### config.mk
export PLATFORM = sky130hd
export DESIGN_NAME = bcd_score_counter_flat
export DESIGN_NICKNAME = d
export VERILOG_FILES = /design/src/rtl/bcd_score_counter_if.sv /design/src/rtl/bcd_score_counter.sv /design/src/flat_wrapper.sv
export SDC_FILE = /design/constraint.sdc
export NUM_CORES = 1
export LEC_CHECK = 0
export CAP_MARGIN = 25
export CORE_MARGIN = 4
export CORE_UTILIZATION = 55
export DETAILED_ROUTE_END_ITERATION = 12
export PLACE_DENSITY_LB_ADDON = 0.1
export SLEW_MARGIN = 20
export SYNTH_ARGS = -nofsm -noshare
export SYNTH_HDL_FRONTEND = slang
export SYNTH_SLANG_ARGS = --single-unit
### constraint.sdc
create_clock -name clk -period 24.8 [get_ports clk]
set_clock_uncertainty 0.15 [all_clocks]
set_input_delay 7.44 -clock clk [delete_from_list [all_inputs] [get_ports clk]]
set_output_delay 7.44 -clock clk [all_outputs]
set_load 0.05 [all_outputs]
### src/rtl/bcd_score_counter_if.sv
// ---------------------------------------------------------------------------
// bcd_score_counter_if
// Bundles the request and status signals of the BCD score counter so that
// the counter and whatever drives it share one connection point.
//
// Signals (DIGITS BCD digits wide where noted, digit 0 in bits [3:0]):
//   start_value [4*DIGITS] value adopted while reset is held
//   load        [1]        request to load load_value
//   load_value  [4*DIGITS] BCD value for a load request
//   inc / dec   [1]        add / subtract step
//   step        [4]        single BCD digit amount
//   value       [4*DIGITS] registered BCD count
//   at_max      [1]        value equals the upper bound
//   at_min      [1]        value equals zero
//   hit_max     [1]        pulse, value just entered the upper bound
//   wrapped     [1]        pulse, last inc/dec crossed a bound
//   err         [1]        pulse, last request was rejected
//
// Modports: master drives requests, slave (the counter) drives status.
// ---------------------------------------------------------------------------
interface bcd_score_counter_if #(
   parameter int DIGITS = 2
);
   logic [4*DIGITS-1:0] start_value;
   logic                load;
   logic [4*DIGITS-1:0] load_value;
   logic                inc;
   logic                dec;
   logic [3:0]          step;
   logic [4*DIGITS-1:0] value;
   logic                at_max;
   logic                at_min;
   logic                hit_max;
   logic                wrapped;
   logic                err;

   modport master (
      output start_value, load, load_value, inc, dec, step,
      input  value, at_max, at_min, hit_max, wrapped, err
   );

   modport slave (
      input  start_value, load, load_value, inc, dec, step,
      output value, at_max, at_min, hit_max, wrapped, err
   );
endinterface

### src/rtl/bcd_score_counter.sv
// ---------------------------------------------------------------------------
// bcd_score_counter
// Up/down BCD counter bounded to 0..MAX_VALUE. Out-of-range results either
// clamp to the bound (WRAP = 0) or wrap modulo MAX_VALUE+1 (WRAP = 1).
// Priority each cycle: rst > load > (inc and dec) > inc > dec > hold.
//
// Parameters:
//   DIGITS    number of BCD digits (1..4); must match the interface instance
//   MAX_VALUE upper bound as a decimal integer (1..10^DIGITS-1)
//   WRAP      0 = saturate, 1 = wrap
//
// Ports:
//   clk  rising-edge clock
//   rst  synchronous active-high reset; loads start_value (or 0 if invalid)
//   bus  slave side of bcd_score_counter_if (requests in, status out)
// ---------------------------------------------------------------------------
module bcd_score_counter #(
   parameter int DIGITS    = 2,
   parameter int MAX_VALUE = 21,
   parameter int WRAP      = 0
) (
   input  logic              clk,
   input  logic              rst,
   bcd_score_counter_if.slave bus
);

   localparam int W       = 4 * DIGITS;
   localparam int MODULUS = MAX_VALUE + 1;

   // Decimal value of a BCD word, most significant digit first.
   function automatic int bcd_to_int(input logic [W-1:0] b);
      int acc;
      acc = 0;
      for (int d = DIGITS - 1; d >= 0; d--) begin
         acc = acc * 10 + int'(b[4*d +: 4]);
      end
      return acc;
   endfunction

   // BCD encoding of a non-negative integer below 10^DIGITS.
   function automatic logic [W-1:0] int_to_bcd(input int n);
      logic [W-1:0] r;
      int           t;
      r = '0;
      t = n;
      for (int d = 0; d < DIGITS; d++) begin
         r[4*d +: 4] = 4'(t % 10);
         t = t / 10;
      end
      return r;
   endfunction

   // True when every nibble is a legal decimal digit.
   function automatic logic is_bcd(input logic [W-1:0] b);
      logic ok;
      ok = 1'b1;
      for (int d = 0; d < DIGITS; d++) begin
         if (b[4*d +: 4] > 4'd9) ok = 1'b0;
      end
      return ok;
   endfunction

   localparam logic [W-1:0] MAX_BCD = int_to_bcd(MAX_VALUE);

   logic [W-1:0] value_q;
   logic [W-1:0] value_d;
   logic [W-1:0] reset_value;
   logic         at_max_q;
   logic         at_min_q;
   logic         hit_max_q;
   logic         wrapped_q;
   logic         err_q;
   logic         wrapped_d;
   logic         err_d;
   int           cur_int;
   int           step_int;
   int           sum_int;
   int           diff_int;

   // The digit-wise carry/borrow arithmetic is carried out on the decimal
   // magnitude of the count, which keeps every resulting digit in 0..9 and
   // makes the wrap-around a plain modulo even when MAX_VALUE is smaller
   // than a single step (so the result may need to go round more than once).
   assign cur_int  = bcd_to_int(value_q);
   assign step_int = int'(bus.step);
   assign sum_int  = cur_int + step_int;
   assign diff_int = cur_int - step_int;

   // Invalid or out-of-range start values fall back to zero.
   assign reset_value = (is_bcd(bus.start_value) && (bus.start_value <= MAX_BCD))
                        ? bus.start_value : '0;

   // Next-value and pulse selection in priority order. BCD words compare
   // correctly as plain binary once they are known to be valid BCD.
   always_comb begin
      value_d   = value_q;
      wrapped_d = 1'b0;
      err_d     = 1'b0;
      if (bus.load) begin
         if (is_bcd(bus.load_value) && (bus.load_value <= MAX_BCD)) begin
            value_d = bus.load_value;
         end else begin
            err_d = 1'b1;
         end
      end else if (bus.inc && bus.dec) begin
         value_d = value_q;
      end else if (bus.inc || bus.dec) begin
         if (bus.step > 4'd9) begin
            err_d = 1'b1;
         end else if (bus.step != 4'd0) begin
            if (bus.inc) begin
               if (sum_int > MAX_VALUE) begin
                  wrapped_d = 1'b1;
                  value_d   = (WRAP != 0) ? int_to_bcd(sum_int % MODULUS) : MAX_BCD;
               end else begin
                  value_d = int_to_bcd(sum_int);
               end
            end else begin
               if (diff_int < 0) begin
                  // Biasing by ten moduli keeps the dividend positive since
                  // the shortfall is at most nine.
                  wrapped_d = 1'b1;
                  value_d   = (WRAP != 0)
                              ? int_to_bcd((diff_int + 10 * MODULUS) % MODULUS)
                              : '0;
               end else begin
                  value_d = int_to_bcd(diff_int);
               end
            end
         end
      end
   end

   // State and status registers. hit_max fires only when the bound is
   // entered from a different value, so sitting at the bound is silent.
   always_ff @(posedge clk) begin
      if (rst) begin
         value_q   <= reset_value;
         at_max_q  <= (reset_value == MAX_BCD);
         at_min_q  <= (reset_value == '0);
         hit_max_q <= 1'b0;
         wrapped_q <= 1'b0;
         err_q     <= 1'b0;
      end else begin
         value_q   <= value_d;
         at_max_q  <= (value_d == MAX_BCD);
         at_min_q  <= (value_d == '0);
         hit_max_q <= (value_d == MAX_BCD) && (value_q != MAX_BCD);
         wrapped_q <= wrapped_d;
         err_q     <= err_d;
      end
   end

   assign bus.value   = value_q;
   assign bus.at_max  = at_max_q;
   assign bus.at_min  = at_min_q;
   assign bus.hit_max = hit_max_q;
   assign bus.wrapped = wrapped_q;
   assign bus.err     = err_q;

endmodule

### src/flat_wrapper.sv
// flat-port wrapper written by rule: the top's interface ports become plain ports
module bcd_score_counter_flat 
#(
   parameter int DIGITS    = 2,
   parameter int MAX_VALUE = 21,
   parameter int WRAP      = 0
)
  (clk, rst, bus_start_value, bus_load, bus_load_value, bus_inc, bus_dec, bus_step, bus_value, bus_at_max, bus_at_min, bus_hit_max, bus_wrapped, bus_err);
  bcd_score_counter_if #(.DIGITS(DIGITS)) bus_i ();
  input  logic clk;
  input  logic rst;
  input wire logic [$bits(bus_i.start_value)-1:0] bus_start_value;
  input wire logic [$bits(bus_i.load)-1:0] bus_load;
  input wire logic [$bits(bus_i.load_value)-1:0] bus_load_value;
  input wire logic [$bits(bus_i.inc)-1:0] bus_inc;
  input wire logic [$bits(bus_i.dec)-1:0] bus_dec;
  input wire logic [$bits(bus_i.step)-1:0] bus_step;
  output wire logic [$bits(bus_i.value)-1:0] bus_value;
  output wire logic [$bits(bus_i.at_max)-1:0] bus_at_max;
  output wire logic [$bits(bus_i.at_min)-1:0] bus_at_min;
  output wire logic [$bits(bus_i.hit_max)-1:0] bus_hit_max;
  output wire logic [$bits(bus_i.wrapped)-1:0] bus_wrapped;
  output wire logic [$bits(bus_i.err)-1:0] bus_err;
  assign bus_i.start_value = bus_start_value;
  assign bus_i.load = bus_load;
  assign bus_i.load_value = bus_load_value;
  assign bus_i.inc = bus_inc;
  assign bus_i.dec = bus_dec;
  assign bus_i.step = bus_step;
  assign bus_value = bus_i.value;
  assign bus_at_max = bus_i.at_max;
  assign bus_at_min = bus_i.at_min;
  assign bus_hit_max = bus_i.hit_max;
  assign bus_wrapped = bus_i.wrapped;
  assign bus_err = bus_i.err;
  bcd_score_counter #(.DIGITS(DIGITS), .MAX_VALUE(MAX_VALUE), .WRAP(WRAP)) u_core (.clk(clk), .rst(rst), .bus(bus_i));
endmodule
Word level (Yosys, flattened, before mapping)
Cells that the tools add are included.
{ "word_totals": {"register_bits": 13, "inputBits": 25, "out_inout_bits": 13, "word_cells": 65} }
{ "classes": {"bitwise": 2, "reduce_logical": 9, "n_eq_ne": 3, "order_cmp": 9, "muxes": 26, "addsub": 3, "n_div": 6, "n_mul": 1} }
{ "ops": {"columns": ["op", "count"], "rows": [
  ["remainder unit 32 x 5 -> 32 bit, second input constant", 4],
  ["2-to-1 mux 8 bit", 11],
  ["adder 32 x 5 -> 32 bit", 2],
  ["divider 32 x 5 -> 32 bit, second input constant", 2],
  ["> comparator 32 x 6 -> 1 bit, second input constant", 1],
  ["< comparator 32 x 1 -> 1 bit, second input constant", 1],
  ["subtractor 32 x 5 -> 32 bit", 1],
  ["> comparator 4 bit, second input constant", 5],
  ["equality test 8 x 6 -> 1 bit, second input constant", 2],
  ["less-or-equal comparator 8 x 6 -> 1 bit, second input constant", 2],
  ["zero test 8 bit", 2],
  ["2-to-1 mux 1 bit", 15],
  ["inequality test 8 x 6 -> 1 bit, second input constant", 1],
  ["multiplier 4 x 3 -> 7 bit, second input constant", 1],
  ["OR reduction 6 bit", 1],
  ["logical AND 1 bit", 4],
  ["nonzero test 4 bit", 1],
  ["NOT 1 bit", 2],
  ["logical OR 1 bit", 1]
]} }

Longest topological paths before layout
{ "logic_depth": {"depth_word": 14, "depth_mapped": 56, "depth_no_buf": 51} }

Worst setup path before layout
Ideal clock, no wire load.
{ "synth_path": {"kind": "in2reg", "start": "input port bus_step[1]", "end": "register u_core.hit_max_q, in the netlist u_core.bus.hit_max", "setup_slack_ns": 6.328, "stages": 49, "setup_time_ns": 0.079, "n_path_buf": 4, "required_time_ns": 24.571, "arrival_time_ns": 18.243, "cell_sequence": "inv_1 ha_1 nor2b_1 o21ai_0 o211ai_4 a2111oi_4 bufinv_8 clkbuf_1 clkbuf_1 ha_1 or4_1 o21ai_0 a221oi_1 a2bb2oi_1 a31oi_1 or4_1 buf_2 and2_0 [13 not listed] o211ai_2 o2111ai_1 nor4b_4 nand2_1 o2111a_1 a21oi_2 a31oi_1 or2_4 buf_6 a41oi_1 o2bb2ai_1 a41oi_1 ha_1 or2_2 o221ai_1 a211oi_1 or4_4 a211oi_2"} }
{ "synth_via": {"elab_chain_len": 12, "word_cells_on_any_way": 22, "cone_classes": "add/sub: 2; div: 6; order compare: 3; eq/ne: 1; mux: 8; reduce/logical: 2"} }
{ "synth_lines": {"columns": ["element", "line", "text"], "rows": [
  ["start: declaration", "flat_wrapper.sv:17", "input wire logic [$bits(bus_i.step)-1:0] bus_step;"],
  ["subtractor 32 x 5 -> 32 bit / adder 32 x 5 -> 32 bit (equally long branches)", "bcd_score_counter.sv:87, bcd_score_counter.sv:86", null],
  ["divider 32 x 5 -> 32 bit", "bcd_score_counter.sv:48", "t = t / 10;"],
  ["remainder unit 32 x 5 -> 32 bit", "bcd_score_counter.sv:47", "r[4*d +: 4] = 4'(t % 10);"],
  ["2-to-1 mux 8 bit (on tied branches)", "bcd_score_counter.sv:119, bcd_score_counter.sv:112", null],
  ["2-to-1 mux 8 bit", "bcd_score_counter.sv:111", "if (bus.inc) begin"],
  ["2-to-1 mux 8 bit", "bcd_score_counter.sv:110", "end else if (bus.step != 4'd0) begin"],
  ["2-to-1 mux 8 bit *", "bcd_score_counter.sv:108", "if (bus.step > 4'd9) begin"],
  ["2-to-1 mux 8 bit *", "bcd_score_counter.sv:107", "end else if (bus.inc || bus.dec) begin"],
  ["2-to-1 mux 8 bit *", "bcd_score_counter.sv:105", "end else if (bus.inc && bus.dec) begin"],
  ["2-to-1 mux 8 bit *", "bcd_score_counter.sv:99", "if (bus.load) begin"],
  ["equality test 8 x 6 -> 1 bit *", "bcd_score_counter.sv:148", "hit_max_q <= (value_d == MAX_BCD) && (value_q != MAX_BCD);"],
  ["logical AND 1 bit *", "bcd_score_counter.sv:148", null],
  ["end signal: assignment", "bcd_score_counter.sv:148", null],
  ["end: declaration", "bcd_score_counter.sv:70", "logic hit_max_q;"]
]} }
Every way passes the cells marked *; elsewhere a longest branch is shown, timed or not.
A chain may end at the register's enable or synchronous reset.

Worst setup path after layout
{ "layout_path": {"start": "input port bus_step[1]", "end": "register u_core.at_min_q, in the netlist u_core.bus.at_min"} }
{ "layout_via": {"elab_chain_len": 12, "word_cells_on_any_way": 22, "cone_classes": "add/sub: 2; div: 6; order compare: 3; mux: 9; reduce/logical: 2"} }
{ "layout_lines": {"columns": ["element", "line", "text"], "rows": [
  ["subtractor 32 x 5 -> 32 bit / adder 32 x 5 -> 32 bit (equally long branches)", "bcd_score_counter.sv:87, bcd_score_counter.sv:86", null],
  ["divider 32 x 5 -> 32 bit", "bcd_score_counter.sv:48", null],
  ["remainder unit 32 x 5 -> 32 bit", "bcd_score_counter.sv:47", null],
  ["2-to-1 mux 8 bit (on tied branches)", "bcd_score_counter.sv:119, bcd_score_counter.sv:112", null],
  ["2-to-1 mux 8 bit", "bcd_score_counter.sv:111", null],
  ["2-to-1 mux 8 bit", "bcd_score_counter.sv:110", null],
  ["2-to-1 mux 8 bit *", "bcd_score_counter.sv:108", null],
  ["2-to-1 mux 8 bit *", "bcd_score_counter.sv:107", null],
  ["2-to-1 mux 8 bit *", "bcd_score_counter.sv:105", null],
  ["2-to-1 mux 8 bit *", "bcd_score_counter.sv:99", null],
  ["zero test 8 bit *", "bcd_score_counter.sv:147", "at_min_q <= (value_d == '0);"],
  ["2-to-1 mux 1 bit *", "bcd_score_counter.sv:137", "if (rst) begin"],
  ["end signal: assignment", "bcd_score_counter.sv:140", "at_min_q <= (reset_value == '0);"],
  ["end signal: assignment", "bcd_score_counter.sv:147", null],
  ["end: declaration", "bcd_score_counter.sv:69", "logic at_min_q;"]
]} }
Marks and branches as above.

==> flow_summary_export.csv <==
group,metric,value,unit
global_routing,grt_pass1_vias,5770,
sta,rsz0062_at_grt,"no",
critical_path,crit_path_frequent_cell,"ha_1",
detailed_routing,viasPerCell,6.90,
flow_run,maxCapViolCount,0,
logic_synthesis,synth.avg_cell_area,7.07,µm²
sta,min_period_over_period,0.845,
die,start_util,0.568,
place,place.gp.congestion,0.955,
logic_synthesis,syn_nets,847,
sta,slew_violations,0,
logic_synthesis,synthesis.area,5570,µm²
logic_synthesis,synth_edf_count,0,
critical_path,required,24810,ps
clock_network,ctsHoldBuffers,0,
die,floorplan.rows,36,
detailed_routing,route.detailed.drc,0,
logic_synthesis,synth_top_area_cell,"ha_1",
die,die_y,109,µm
sta,final.setup.tns,0,ps
min_path,min_path_type,"flip-flop to flip-flop",
clock_network,cts_buffers,3,
detailed_routing,wl_met2,7810,µm
logic_synthesis,synthTopCellsByArea,"ha_1 6.7%, nand2_1 5.7%, xnor2_1 5.2%",
clock_network,ctsResizeCount,0,
critical_path,path_max_fanout,28,
layout,area_delta_synth_final,7.32,%
die,core-area,9820,µm²
logic_synthesis,yosysSeqAreaShare,0.0467,
layout,drive_gt1_frac,0.0883,
clock_network,path_clk_slew,60,ps
global_routing,antenna_found_initial,0,
clock_network,clk_latency,240,ps
detailed_routing,ant_nets,0,
die,dieWidth,109,µm
logic_synthesis,yosys_warnings,0,
critical_path,arrival,20970,ps
critical_path,slowest_stage,"xnor2_1",
critical_path,crit_path_end_kind,"flip-flop",
die,dieArea,11800,µm²
layout,nNetsFinal,853,
sta,worst_pin_slew,992,ps
logic_synthesis,synth.top_cell.area_share,0.0674,
sta,finalCriticalPeriod,20960,ps
layout,antenna_cells,0,
detailed_routing,avgRoutedWirePerCell,18.5,µm
clock_network,clock-sinks,13,
critical_path,critPathKind,"input pin to flip-flop",
detailed_routing,wirelength,17100,µm
logic_synthesis,synth-main-ff-cell,"dfxtp_1",
critical_path,max_stage_delay,770,ps
sta,max_freq,0.0477,GHz
sta,relSlewSlack,0.334,
detailed_routing,firstDrtPassIters,6,
global_routing,grt_pass1_wl,28000,µm
clock_network,cts_tree,"done",
place,portBuffers,37,
sta,finalHoldViolations,0,
global_routing,track_usage,0.286,
clock_network,cts-htree-levels,1,
place,dp_hpwl,13300,µm
detailed_routing,drt_iter0_markers,526,
detailed_routing,drt-met1-wl,7270,µm
status,status,"finished, final reports clean",
global_routing,grt-ovfl-total,0,
critical_path,critPathLaunchType,"input pin",
clock_network,cts_root_buffer,"clkbuf_8",
clock_network,postCtsSetupRepairBufs,0,
global_routing,grt_max_degree,29,
detailed_routing,route.met3.wl,1400,µm
clock_network,clockBufferDepth,2,
logic_synthesis,ys_types,115,
logic_synthesis,ys_ff_latch,13,
die,boundaryPins,38,
logic_synthesis,syn_inst,788,
logic_synthesis,synthArstFlopShare,0,
sta,setup_viol,0,
detailed_routing,top_layer,"met4",
detailed_routing,vias,6389,
## cell type report
class                           instances  area [µm²]
Multi-Input combinational cell        702        4970
Inverter                               34         141
Clock buffer                            4        45.0
Timing Repair Buffer                   40         393
Tap cell                              133         166
Fill cell                             939        3840
Sequential cell                        13         260
## final timing paths
path	end	depth (start not counted)	slack [ps]	startpoint
max	u_core.bus.at_min	48	3840	bus_step[1]
min	u_core.bus.value[6]	2	540	u_core.bus.value[6]
max reg2reg	u_core.bus.at_min	48	9980	u_core.bus.value[7]
min reg2reg	u_core.bus.value[6]	2	540	u_core.bus.value[6]
## synthesized netlist by cell type (9+ instances only)
library cell	count
xor2_1	12
nand4_1	9
buf_2	13
o21ai_1	10
o211ai_1	11
o21ai_0	43
inv_1	32
xnor2_1	33
a211oi_1	13
a21oi_1	42
nor3_1	33
nor2_1	63
or3_1	9
nor4_1	13
clkbuf_1	19
o21a_1	12
nand2b_1	11
a31oi_1	12
o22ai_1	15
mux2i_1	9
nand2_1	84
ha_1	30
nand3_1	26
and2_1	9
and3_1	13
dfxtp_1	13
o31ai_1	10
## cell families after synthesis
kind of cell,synth area share
and+or+nand+nor,0.287
AOI/OAI and AO/OA,0.410
buffers and inverters,0.0606
xor gates and xnor gates,0.0795
adders and majority gates,0.0871
muxes,0.0290
DFF,0.0467
## state kept, by name, indices dropped and copies added, names as in the netlist
| register | count |
|---|---|
| u_core.bus.at_max | 1 |
| u_core.bus.at_min | 1 |
| u_core.bus.err | 1 |
| u_core.bus.hit_max | 1 |
| u_core.bus.value | 8 |
| u_core.bus.wrapped | 1 |
## per-layer routing
layer,global-route usage,up-vias
met2,0.465,332
met3,0.0379,50
li1,-,3063
met1,0.386,2944
met4,0.106,0
met5,0,-
## stage by stage
stage	area, µm²	util	hold WS, ps	setup WS, ps	std cells
final	5980	0.609	538	3840	926
after global routing	5980	0.609	578	2600	926
after CTS	5980	0.609	532	4060	926
after detailed placement	5940	0.604	518	3830	922
after global placement	5940	0.604	497	4310	922
after floorplan	5570	-	673	6330	788
## cells in the final DEF (no fill, tap or decap), drive strengths merged, types with 6 or more instances in the layout
master	instances
o211ai	14
a211oi	15
o31ai	11
a31oi	13
a221oi	7
mux2i	9
a41oi	7
or3	10
mux2	6
nor3	33
nand3	27
inv	33
nor2	64
clkdlybuf4s50	37
a211o	7
and2	10
nand2	86
xnor2	36
nor2b	7
a21oi	51
o21a	12
o21ai	56
nand4	10
dfxtp	13
or4	9
o22ai	15
nand2b	13
xor2	12
ha	30
and3	13
nor4	13
## critical path, delay by kind of cell
| family | cells | cell delay, ps |
|---|---|---|
| AND/OR/NAND/NOR | 13 | 3320 |
| AO/OA/AOI/OAI | 25 | 6230 |
| buffers and inverters | 4 | 1360 |
| adder cells (fa/ha/maj) | 5 | 1820 |
| XOR/XNOR | 1 | 770 |
Power is left out: the tool's default activity adds up to more than one toggle a clock period on the data nets, which glitch-free logic cannot reach.
